===== src/rtl/bit_serializer.sv =====
// -----------------------------------------------------------------------------
// bit_serializer
//
// Converts parallel words into a one-bit-per-clock serial stream. A WIDTH-bit
// shift register (sr) holds the word being emitted and a one-word hold buffer
// (hb) lets the producer hand over the next word early, so consecutive words
// come out back to back with no idle cycle between them.
//
// Parameters
//   WIDTH      word width in bits (>= 2)
//   MSB_FIRST  1: bit WIDTH-1 is emitted first, 0: bit 0 is emitted first
//
// Ports
//   clk         rising-edge clock
//   reset       synchronous, active-low reset
//   in_data     parallel word to serialize
//   in_valid    in_data holds a word
//   in_ready    a word can be taken this cycle (hold buffer empty, not in reset)
//   sout        serial bit, registered; 0 whenever sout_valid is 0
//   sout_valid  sout carries a data bit, registered
//   word_done   registered pulse alongside the last bit of each word
//   busy        shift register or hold buffer occupied
// -----------------------------------------------------------------------------
module bit_serializer #(
  parameter int WIDTH     = 8,
  parameter bit MSB_FIRST = 1'b1
) (
  input  logic             clk,
  input  logic             reset,
  input  logic [WIDTH-1:0] in_data,
  input  logic             in_valid,
  output logic             in_ready,
  output logic             sout,
  output logic             sout_valid,
  output logic             word_done,
  output logic             busy
);

  localparam int             CNT_W = $clog2(WIDTH);
  localparam logic [CNT_W-1:0] LAST = CNT_W'(WIDTH - 1);

  typedef enum logic {
    IDLE  = 1'b0,  // shift register empty
    SHIFT = 1'b1   // shift register emitting
  } state_t;

  state_t           state, state_d;
  logic [WIDTH-1:0] sr, sr_d;
  logic [WIDTH-1:0] hb, hb_d;
  logic             hb_full, hb_full_d;
  logic [CNT_W-1:0] cnt, cnt_d;        // index of the bit currently on sout
  logic             sout_d, sout_valid_d, word_done_d;

  logic             accept;
  logic             last_bit;
  logic [WIDTH-1:0] sr_shifted;

  // Bit that leaves the word first, given the configured order.
  function automatic logic head(input logic [WIDTH-1:0] w);
    return MSB_FIRST ? w[WIDTH-1] : w[0];
  endfunction

  // Drop the bit just emitted and bring the next one to the head position.
  function automatic logic [WIDTH-1:0] advance(input logic [WIDTH-1:0] w);
    return MSB_FIRST ? {w[WIDTH-2:0], 1'b0} : {1'b0, w[WIDTH-1:1]};
  endfunction

  // in_ready depends on registered state and reset only, never on in_valid,
  // so a producer may legally wait for in_ready before raising in_valid.
  assign in_ready   = reset & ~hb_full;
  assign accept     = in_valid & in_ready;
  assign last_bit   = (state == SHIFT) && (cnt == LAST);
  assign busy       = (state == SHIFT) | hb_full;
  assign sr_shifted = advance(sr);

  // ---------------------------------------------------------------------------
  // FSM: state register
  // ---------------------------------------------------------------------------
  // NOTE: sequential blocks use non-blocking assignments so every register
  // samples the pre-edge values of the others, independent of block order.
  always_ff @(posedge clk) begin
    if (!reset) begin
      state <= IDLE;
    end else begin
      state <= state_d;
    end
  end

  // ---------------------------------------------------------------------------
  // FSM: next-state logic
  // ---------------------------------------------------------------------------
  always_comb begin
    state_d = state;
    if (state == IDLE) begin
      if (accept) state_d = SHIFT;
    end else begin
      // Leave SHIFT only when nothing is queued to follow the last bit.
      if (last_bit && !hb_full && !accept) state_d = IDLE;
    end
  end

  // ---------------------------------------------------------------------------
  // FSM: output / datapath logic (next values of the registered outputs)
  // ---------------------------------------------------------------------------
  // NOTE: every signal driven here gets a default first; a path that skips an
  // assignment would otherwise infer a latch.
  always_comb begin
    sr_d         = sr;
    hb_d         = hb;
    hb_full_d    = hb_full;
    cnt_d        = cnt;
    sout_d       = 1'b0;
    sout_valid_d = 1'b0;
    word_done_d  = 1'b0;

    if (state == IDLE) begin
      if (accept) begin
        sr_d         = in_data;
        cnt_d        = '0;
        sout_d       = head(in_data);
        sout_valid_d = 1'b1;
      end
    end else if (!last_bit) begin
      // Mid-word: step to the next bit; a new word waits in the hold buffer.
      sr_d         = sr_shifted;
      cnt_d        = cnt + CNT_W'(1);
      sout_d       = head(sr_shifted);
      sout_valid_d = 1'b1;
      word_done_d  = (cnt_d == LAST);
      if (accept) begin
        hb_d      = in_data;
        hb_full_d = 1'b1;
      end
    end else if (hb_full) begin
      // Last bit out with a word waiting: hand it over with no gap. in_ready
      // is low here, so no new word can arrive in the same cycle.
      sr_d         = hb;
      hb_full_d    = 1'b0;
      cnt_d        = '0;
      sout_d       = head(hb);
      sout_valid_d = 1'b1;
    end else if (accept) begin
      // Last bit out, buffer empty: a word arriving now goes straight to sr.
      sr_d         = in_data;
      cnt_d        = '0;
      sout_d       = head(in_data);
      sout_valid_d = 1'b1;
    end else begin
      sr_d  = '0;
      cnt_d = '0;
    end
  end

  // ---------------------------------------------------------------------------
  // Datapath and output registers
  // ---------------------------------------------------------------------------
  // NOTE: sr and hb are cleared in reset even though valid flags would mask
  // them, so no fragment of a word in flight survives a reset.
  always_ff @(posedge clk) begin
    if (!reset) begin
      sr         <= '0;
      hb         <= '0;
      hb_full    <= 1'b0;
      cnt        <= '0;
      sout       <= 1'b0;
      sout_valid <= 1'b0;
      word_done  <= 1'b0;
    end else begin
      sr         <= sr_d;
      hb         <= hb_d;
      hb_full    <= hb_full_d;
      cnt        <= cnt_d;
      sout       <= sout_d;
      sout_valid <= sout_valid_d;
      word_done  <= word_done_d;
    end
  end

endmodule

===== config.mk =====
export PLATFORM = sky130hd
export DESIGN_NAME = bit_serializer
export DESIGN_NICKNAME = d
export VERILOG_FILES = /design/src/rtl/bit_serializer.sv
export SDC_FILE = /design/constraint.sdc
export NUM_CORES = 1
export LEC_CHECK = 0
export ABC_AREA = 1
export BUFFER_PORTS_ARGS = -buffer_cell sky130_fd_sc_hd__buf_2
export CAP_MARGIN = 20
export CORE_ASPECT_RATIO = 2
export CORE_UTILIZATION = 35
export DETAILED_ROUTE_END_ITERATION = 8
export SKIP_CTS_REPAIR_TIMING = 1
export SLEW_MARGIN = 20
export SYNTH_ARGS = -nofsm -noshare
export SYNTH_HDL_FRONTEND = slang
export SYNTH_SLANG_ARGS = --single-unit

===== constraint.sdc =====
create_clock -name clk -period 1.7 [get_ports clk]
set_input_delay 0.17 -clock clk [delete_from_list [all_inputs] [get_ports clk]]
set_output_delay 0.17 -clock clk [all_outputs]
set_load 0.05 [all_outputs]

Yosys cells after proc, flatten, opt, wreduce, memory -nomap -nowiden

Index checks and enable logic that the tools add are counted.

Flip-flop bits (word level): 23
Input bits: 11
Output and inout port bits: 5
Logic and storage cells: 48

Add/sub/neg operators: 1
Equal/unequal tests: 2
Mux-type cells: 20
Bitwise logic cells: 7
Reduce and logical (&&, ||, !) cells: 10

Operator list:

| kind                                        | number |
|---|---|
| 2-to-1 mux 7 bit                            | 5 |
| 2-to-1 mux 1 bit                            | 12 |
| 2-to-1 mux 3 bit                            | 3 |
| equality test 3 bit, second input constant  | 2 |
| NOT 1 bit                                   | 4 |
| nonzero test 2 bit                          | 2 |
| adder 3 x 1 -> 3 bit, second input constant | 1 |
| logical AND 1 bit                           | 3 |
| AND reduction 3 bit                         | 1 |
| OR reduction 3 bit                          | 1 |
| AND 1 bit                                   | 2 |
| logical NOT 1 bit                           | 2 |
| AND reduction 2 bit                         | 1 |
| OR 1 bit                                    | 1 |

Longest topological paths before layout

Gate-level depths: netlist of run 1.

Depth after elaboration: 7
Gate-level depth with buffers: 10
Mapped depth without buffers: 9

Least setup slack after synthesis of run 1

Ideal clock, no wire load.

Path type: reg2reg
From: register hb_full
To: register sr[0]
Library setup time: 64 ps
Arrival: 1403 ps
Data required time: 1636 ps
Setup slack: 233 ps
Cell stages (with the launch flop): 6
Buffers on the path: 0
Clock period less this slack: 1467 ps
Cells stage by stage: dfxtp_1 > nor2_1 > nand4_1 > nand2_1 > nor2_1 > nor2_1

Word-level cells in the longest chain between the ends: 7
Elaborated cells between the ends (all ways): 8
Classes of those cells: 4 x mux; 3 x bitwise; 1 x reduce/logical

Ends and longest elaborated chain:

| element                | RTL line | RTL |
|---|---|---|
| from (decl)            | 50       | `logic hb_full, hb_full_d;` |
| from (signal assigned) | 171      | `hb_full <= hb_full_d;` |
| NOT 1 bit *            | 70       | `assign in_ready = reset & ~hb_full;` |
| AND 1 bit *            | 70       |  |
| named net in_ready     | 32       | `output logic in_ready,` |
| AND 1 bit *            | 71       | `assign accept = in_valid & in_ready;` |
| 2-to-1 mux 7 bit       | 142      | `end else if (accept) begin` |
| 2-to-1 mux 7 bit       | 134      | `end else if (hb_full) begin` |
| 2-to-1 mux 7 bit       | 123      | `end else if (!last_bit) begin` |
| 2-to-1 mux 7 bit       | 116      | `if (state == IDLE) begin` |
| to (signal assigned)   | 169      | `sr <= sr_d;` |
| to (decl)              | 48       | `logic [WIDTH-1:0] sr, sr_d;` |

Mark *: on every way through the listed nets, which the timed path passes. The rest lies on a longest branch.
A chain may end at the register's enable or synchronous reset.

Worst setup path after layout of run 1

From: register state
To: output busy

Word-level cells in the longest chain between the ends: 1

Ends and longest elaborated chain:

| element                | RTL line | RTL |
|---|---|---|
| from (decl)            | 47       | `state_t state, state_d;` |
| from (signal assigned) | 85       | `state <= state_d;` |
| OR 1 bit               | 73       | `assign busy = (state == SHIFT) \| hb_full;` |
| to (decl)              | 36       | `output logic busy` |

No other way between the ends.

==> results of run 1 <==
state kept, by name, indices dropped and copies added (netlist names):
register and count:
state 1, sr 7, hb_full 1, cnt 3, hb 8, sout_valid 1
sout 1, word_done 1
path summary, 6_finish.rpt:
check	startpoint	endpoint	cells past startpoint
worst max-delay path	state$_SDFF_PN0_	busy	3
worst min-delay path	in_data[5]	hb[5]$_SDFFE_PN0P_	3
worst max register to register	cnt[0]$_SDFFE_PN0P_	hb[7]$_SDFFE_PN0P_	8
worst min register to register	hb[3]$_SDFFE_PN0P_	hb[3]$_SDFFE_PN0P_	2
kinds of logic after synthesis:
kind of cell | after synthesis
adders and majority gates | 3
DFF | 23
AOI/OAI and AO/OA | 28
buffers and inverters | 16
and+or+nand+nor | 82
worst reg2reg max path, cell delays in order, from the launching register on:
cell and delay (ns):
dfxtp_1 0.34, ha_1 0.21, ha_1 0.25, inv_2 0.09, nand2_4 0.06, nor2_4 0.24, inv_2 0.11, nor2_1 0.10
nor2_1 0.05
layout make-up:
cell class | count | area [um2]
multi-input combinational | 113 | 565.5
sequential | 23 | 460.4
tap | 30 | 37.54
timing repair buffer | 17 | 90.09
fill | 312 | 1770
clock buffer | 3 | 41.29
inverter | 10 | 42.54
clock inverter | 1 | 5.005
where the power goes:
part	internal, mW	leakage (nW)	switching, mW	total [mW]
Sequential	0.566	0.188	0.0193	0.585
Combinational	0.0479	0.300	0.105	0.152
Clock	0.164	0.0255	0.178	0.342
layer usage:
metal	wire length [um]	global-route usage
met4	50	0.08438
met2	1273	0.2875
met5	0	0
met3	66	0.01978
met1	988	0.1582
per-stage QoR:
stage,util,power (mW),instances,area (um2)
final,0.4124,1.079,197,1242
after global routing,0.4124,1.131,197,1242
after CTS,0.4124,1.095,197,1242
after detailed placement,0.3970,0.7511,193,1196
after global placement,0.3970,0.7492,193,1196
after floorplan,-,0.7140,152,1121
synthesized netlist by cell type, types with 3 or more instances:
cell type / instances
inv_1: 4
dfxtp_1: 23
o21ai_0: 9
inv_2: 4
nand3_1: 16
a21oi_1: 11
nand4_1: 3
nand2_1: 37
buf_6: 3
nor2_1: 18
ha_1: 3
o21ai_1: 6
==> metrics.cfg, run 1 <==
[outcome]
status=finished clean

[critical_path]
critPathBufInv=2
start_kind=flip-flop
path_max_fanout=10
worst_path_max_delay_cell=dfxtp_1
regToRegSetupSlack_ns=0.15
crit_required_ns=1.53
crit_family=flip-flops
cp-end-kind=primary output
critical_path_class=flip-flop to primary output
arrival_ns=1.41
path_cells=inv_4, nand2_1, buf_2
critPathMaxStageDelay_ns=0.62

[timing]
relSlewSlack=0.6852
rsz0062_at_grt=no
max_freq_mhz=634.4
hold_violations=0
slew_violations=0
fin_skew_ns=0.001902
tightest_slew_ns=0.4716
post-route-period-util=0.9272
whs_ns=0.1764
finalSetupViolCount=0
finalCriticalPeriod_ns=1.576
tns_ns=0
setup_ws_ns=0.1238

[synthesis]
synth_area_leaders=dfxtp_1 41%, nand2_1 12%, nand3_1 7.1%
synth_area_leader_cell=dfxtp_1
ys_ff_latch=23
yosys_warnings=0
synth_seq_area_share=0.4107
yosysTopAreaCellShare=0.4107
synth_xor_area_frac=0
synth_fa_ha_area_frac=0.03348
synth-edff-count=0
synth-main-ff-cell=dfxtp_1
synth_mux_area_frac=0
synthArstFlopShare=0
syn_inst=152
syn_area_um2=1121
synth-simple-area-share=0.3438
syn_nets=166
syn_avg_cell_area_um2=7.375
synth_compound_area_frac=0.1272
synth_top_family_by_area=simple AND/OR/NAND/NOR gates
synth_cell_types=22

[drt]
routed_via_density=5.096
ant_nets=0
initialDrtViolationCount=14
drc=0
first_pass_iters=4
drt-total-wl_um=2378
vias=1004
drt-wirelength-per-cell_um=12.07

[global_route]
antenna_found_initial=0
grt_max_degree=16
grt-ovfl-total=0
gr-usage-all-layers=0.1522
grt_pass1_vias=931
grt_pass1_wl_um=4071

[min_path]
hold_class=primary input to flip-flop

[placed_design]
portBuffers=15
place_congestion=0.8678
place_ws_ns=0.1588
dp_hpwl_um=1868

[floorplanning]
core_um2=3013
die_x_um=42.02
dieArea_um2=3447
die_h_um=82.04
io-pin-count=16
rows=28
initial_core_util=0.3721

[cells_and_area]
final_common_cell=nand2_1
nets=182
antenna_cells=0
drive_gt1_frac=0.2036
final_cell_mix=37 x nand2_1, 23 x dfxtp_1, 18 x nor2_1
area_delta_synth_final_pct=10.83

[power]
p_leak_nw=0.5131
ir_drop_mv=0.5190
power_density_nw_per_um2=868.5

[clock_tree]
clk_transition_reported_paths_ns=0.08
cts-root-buf=clkbuf_8
cts_max_level=1
cts_buffers=3
cts_tree=done
clk_latency_ns=0.27
cts_buffer_depth=2
cts_sinks=23

[flow_run]
cap_violations=0

No activity file was read; power rests on OpenSTA's default activity.
==> inputs of run 2 (changes only) <==
==> constraint.sdc (replaced) <==
create_clock -name clk -period 1.7 [get_ports clk]
set_input_delay 0.34 -clock clk [delete_from_list [all_inputs] [get_ports clk]]
set_output_delay 0.34 -clock clk [all_outputs]
set_load 0.05 [all_outputs]
==> metrics.cfg, run 2 (synthesis gave the netlist of run 1 again) <==
[flow_run]
cap_violations=0  ; unchanged

[global_route]
antenna_found_initial=0  ; unchanged
gr-usage-all-layers=0.1643  ; was 0.1522
grt_pass1_vias=921  ; was 931
grt_max_degree=16  ; unchanged
grt_pass1_wl_um=4236  ; was 4071 um
grt-ovfl-total=0  ; unchanged

[floorplanning]
io-pin-count=16  ; unchanged
dieArea_um2=3447  ; unchanged
initial_core_util=0.3721  ; unchanged
die_x_um=42.02  ; unchanged
rows=28  ; unchanged
core_um2=3013  ; unchanged
die_h_um=82.04  ; unchanged

[power]
p_leak_nw=0.5156  ; was 0.5131 nW
seq_power_share=0.534  ; was 0.542
finalPower_mw=1.087  ; was 1.079 mW
clkPwrFrac=0.319  ; was 0.317
switching_share=0.2788  ; was 0.2795
intPower_uw=783.7  ; was 777.5 uW
power_density_nw_per_um2=870.2  ; was 868.5 nW/um2
combPwrFrac=0.147  ; was 0.141
ir_drop_mv=0.5620  ; was 0.5190 mV
switchingPower_uw=302.9  ; was 301.6 uW

[cells_and_area]
drive_gt1_frac=0.2024  ; was 0.2036
antenna_cells=0  ; unchanged
reg_top3=hb (8), sr (7), cnt (3)  ; unchanged
area_delta_synth_final_pct=11.38  ; was 10.83%
final_cell_mix=37 x nand2_1, 23 x dfxtp_1, 18 x nor2_1  ; unchanged
max_flop_register=hb  ; unchanged
nets=183  ; was 182
utilization=0.4145  ; was 0.4124
final_common_cell=nand2_1  ; unchanged
largest_reg_flops=8  ; unchanged

[timing]
slew_violations=0  ; unchanged
finalSetupViolCount=0  ; unchanged
max_freq_mhz=642.9  ; was 634.4 MHz
relSlewSlack=0.8331  ; was 0.6852
post-route-period-util=0.9150  ; was 0.9272
finalCriticalPeriod_ns=1.555  ; was 1.576 ns
rsz0062_at_grt=no  ; unchanged
fin_skew_ns=0.002925  ; was 0.001902 ns
hold_violations=0  ; unchanged
tns_ns=0  ; unchanged
tightest_slew_ns=0.2521  ; was 0.4716 ns
whs_ns=0.3241  ; was 0.1764 ns

[clock_tree]
cts_buffer_depth=2  ; unchanged
clk_transition_reported_paths_ns=0.08  ; about the same
cts_tree=done  ; unchanged
cts_buffers=3  ; unchanged
cts-root-buf=clkbuf_8  ; unchanged
cts_max_level=1  ; unchanged
cts_sinks=23  ; unchanged
clk_latency_ns=0.27  ; about the same

[critical_path]
critical_path_class=flip-flop to flip-flop  ; was flip-flop to primary output
start_kind=flip-flop  ; unchanged
arrival_ns=1.72  ; was 1.41 ns
path_max_fanout=10  ; unchanged
cp-end-kind=flip-flop  ; was primary output
crit_required_ns=1.87  ; was 1.53 ns

[drt]
first_pass_iters=4  ; unchanged
drt-wirelength-per-cell_um=12.58  ; was 12.07 um
vias=982  ; was 1004
ant_nets=0  ; unchanged
initialDrtViolationCount=26  ; was 14
drc=0  ; unchanged
routed_via_density=4.960  ; was 5.096
drt-total-wl_um=2491  ; was 2378 um

[min_path]
hold_class=primary input to flip-flop  ; unchanged

[placed_design]
dp_hpwl_um=1924  ; was 1868 um
portBuffers=15  ; unchanged
place_congestion=0.8479  ; was 0.8678

[outcome]
status=finished clean  ; unchanged

## run 2: power groups by stage
| stage | Combinational (mW) | Clock, mW | Sequential [mW] |
|---|---|---|---|
| 2_1_floorplan | 0.116 | 0 | 0.598 |
| 3_3_place_gp | 0.160 | 0 | 0.592 |
| 3_5_place_dp | 0.161 | 0 | 0.593 |
| 4_1_cts | 0.161 | 0.357 | 0.581 |
| 5_1_grt | 0.182 | 0.376 | 0.584 |
| 6_report | 0.160 | 0.346 | 0.580 |
## run 2: layout make-up
cell class	instances	area [um2]
timing repair buffer	18	97.59
multi-input combinational	113	565.5
clock buffer	4	45.04
tap	30	37.54
inverter	10	42.54
fill	321	1764
sequential	23	460.4
## run 2: metrics by stage
stage               worst slack (ns)  std cells  cell area, um2
floorplan                    0.06487        152            1121
global placement              0.2341        194            1204
detailed placement            0.1696        194            1204
CTS                           0.1442        198            1249
global route                 0.01920        198            1249
finish                        0.1446        198            1249
## run 2: critical path: stages (launching register included)
cell,delay [ns]
dfxtp_1,0.34
ha_1,0.22
ha_1,0.26
inv_2,0.09
nand2_4,0.06
nor2_4,0.22
inv_2,0.11
nor2_1,0.09
nor2_1,0.05
## run 2: path summary, 6_finish.rpt
| path | from | cells past startpoint | endpoint | slack [ns] |
|---|---|---|---|---|
| setup reg to reg | cnt[0]$_SDFFE_PN0P_ | 8 | hb[7]$_SDFFE_PN0P_ | 0.14 |
| hold / removal | in_data[7] | 3 | hb[7]$_SDFFE_PN0P_ | 0.32 |
| setup / recovery | cnt[0]$_SDFFE_PN0P_ | 8 | hb[7]$_SDFFE_PN0P_ | 0.14 |
| hold reg to reg | hb[6]$_SDFFE_PN0P_ | 2 | hb[6]$_SDFFE_PN0P_ | 0.47 |
## run 2: layer usage
layer | vias to the layer above | share of wire | GRT usage
met4 | 0 | 0.033 | 0.1063
met2 | 13 | 0.51 | 0.2906
li1 | 530 | - | -
met1 | 431 | 0.43 | 0.1781
met5 | - | 0 | 0
met3 | 8 | 0.021 | 0.02637
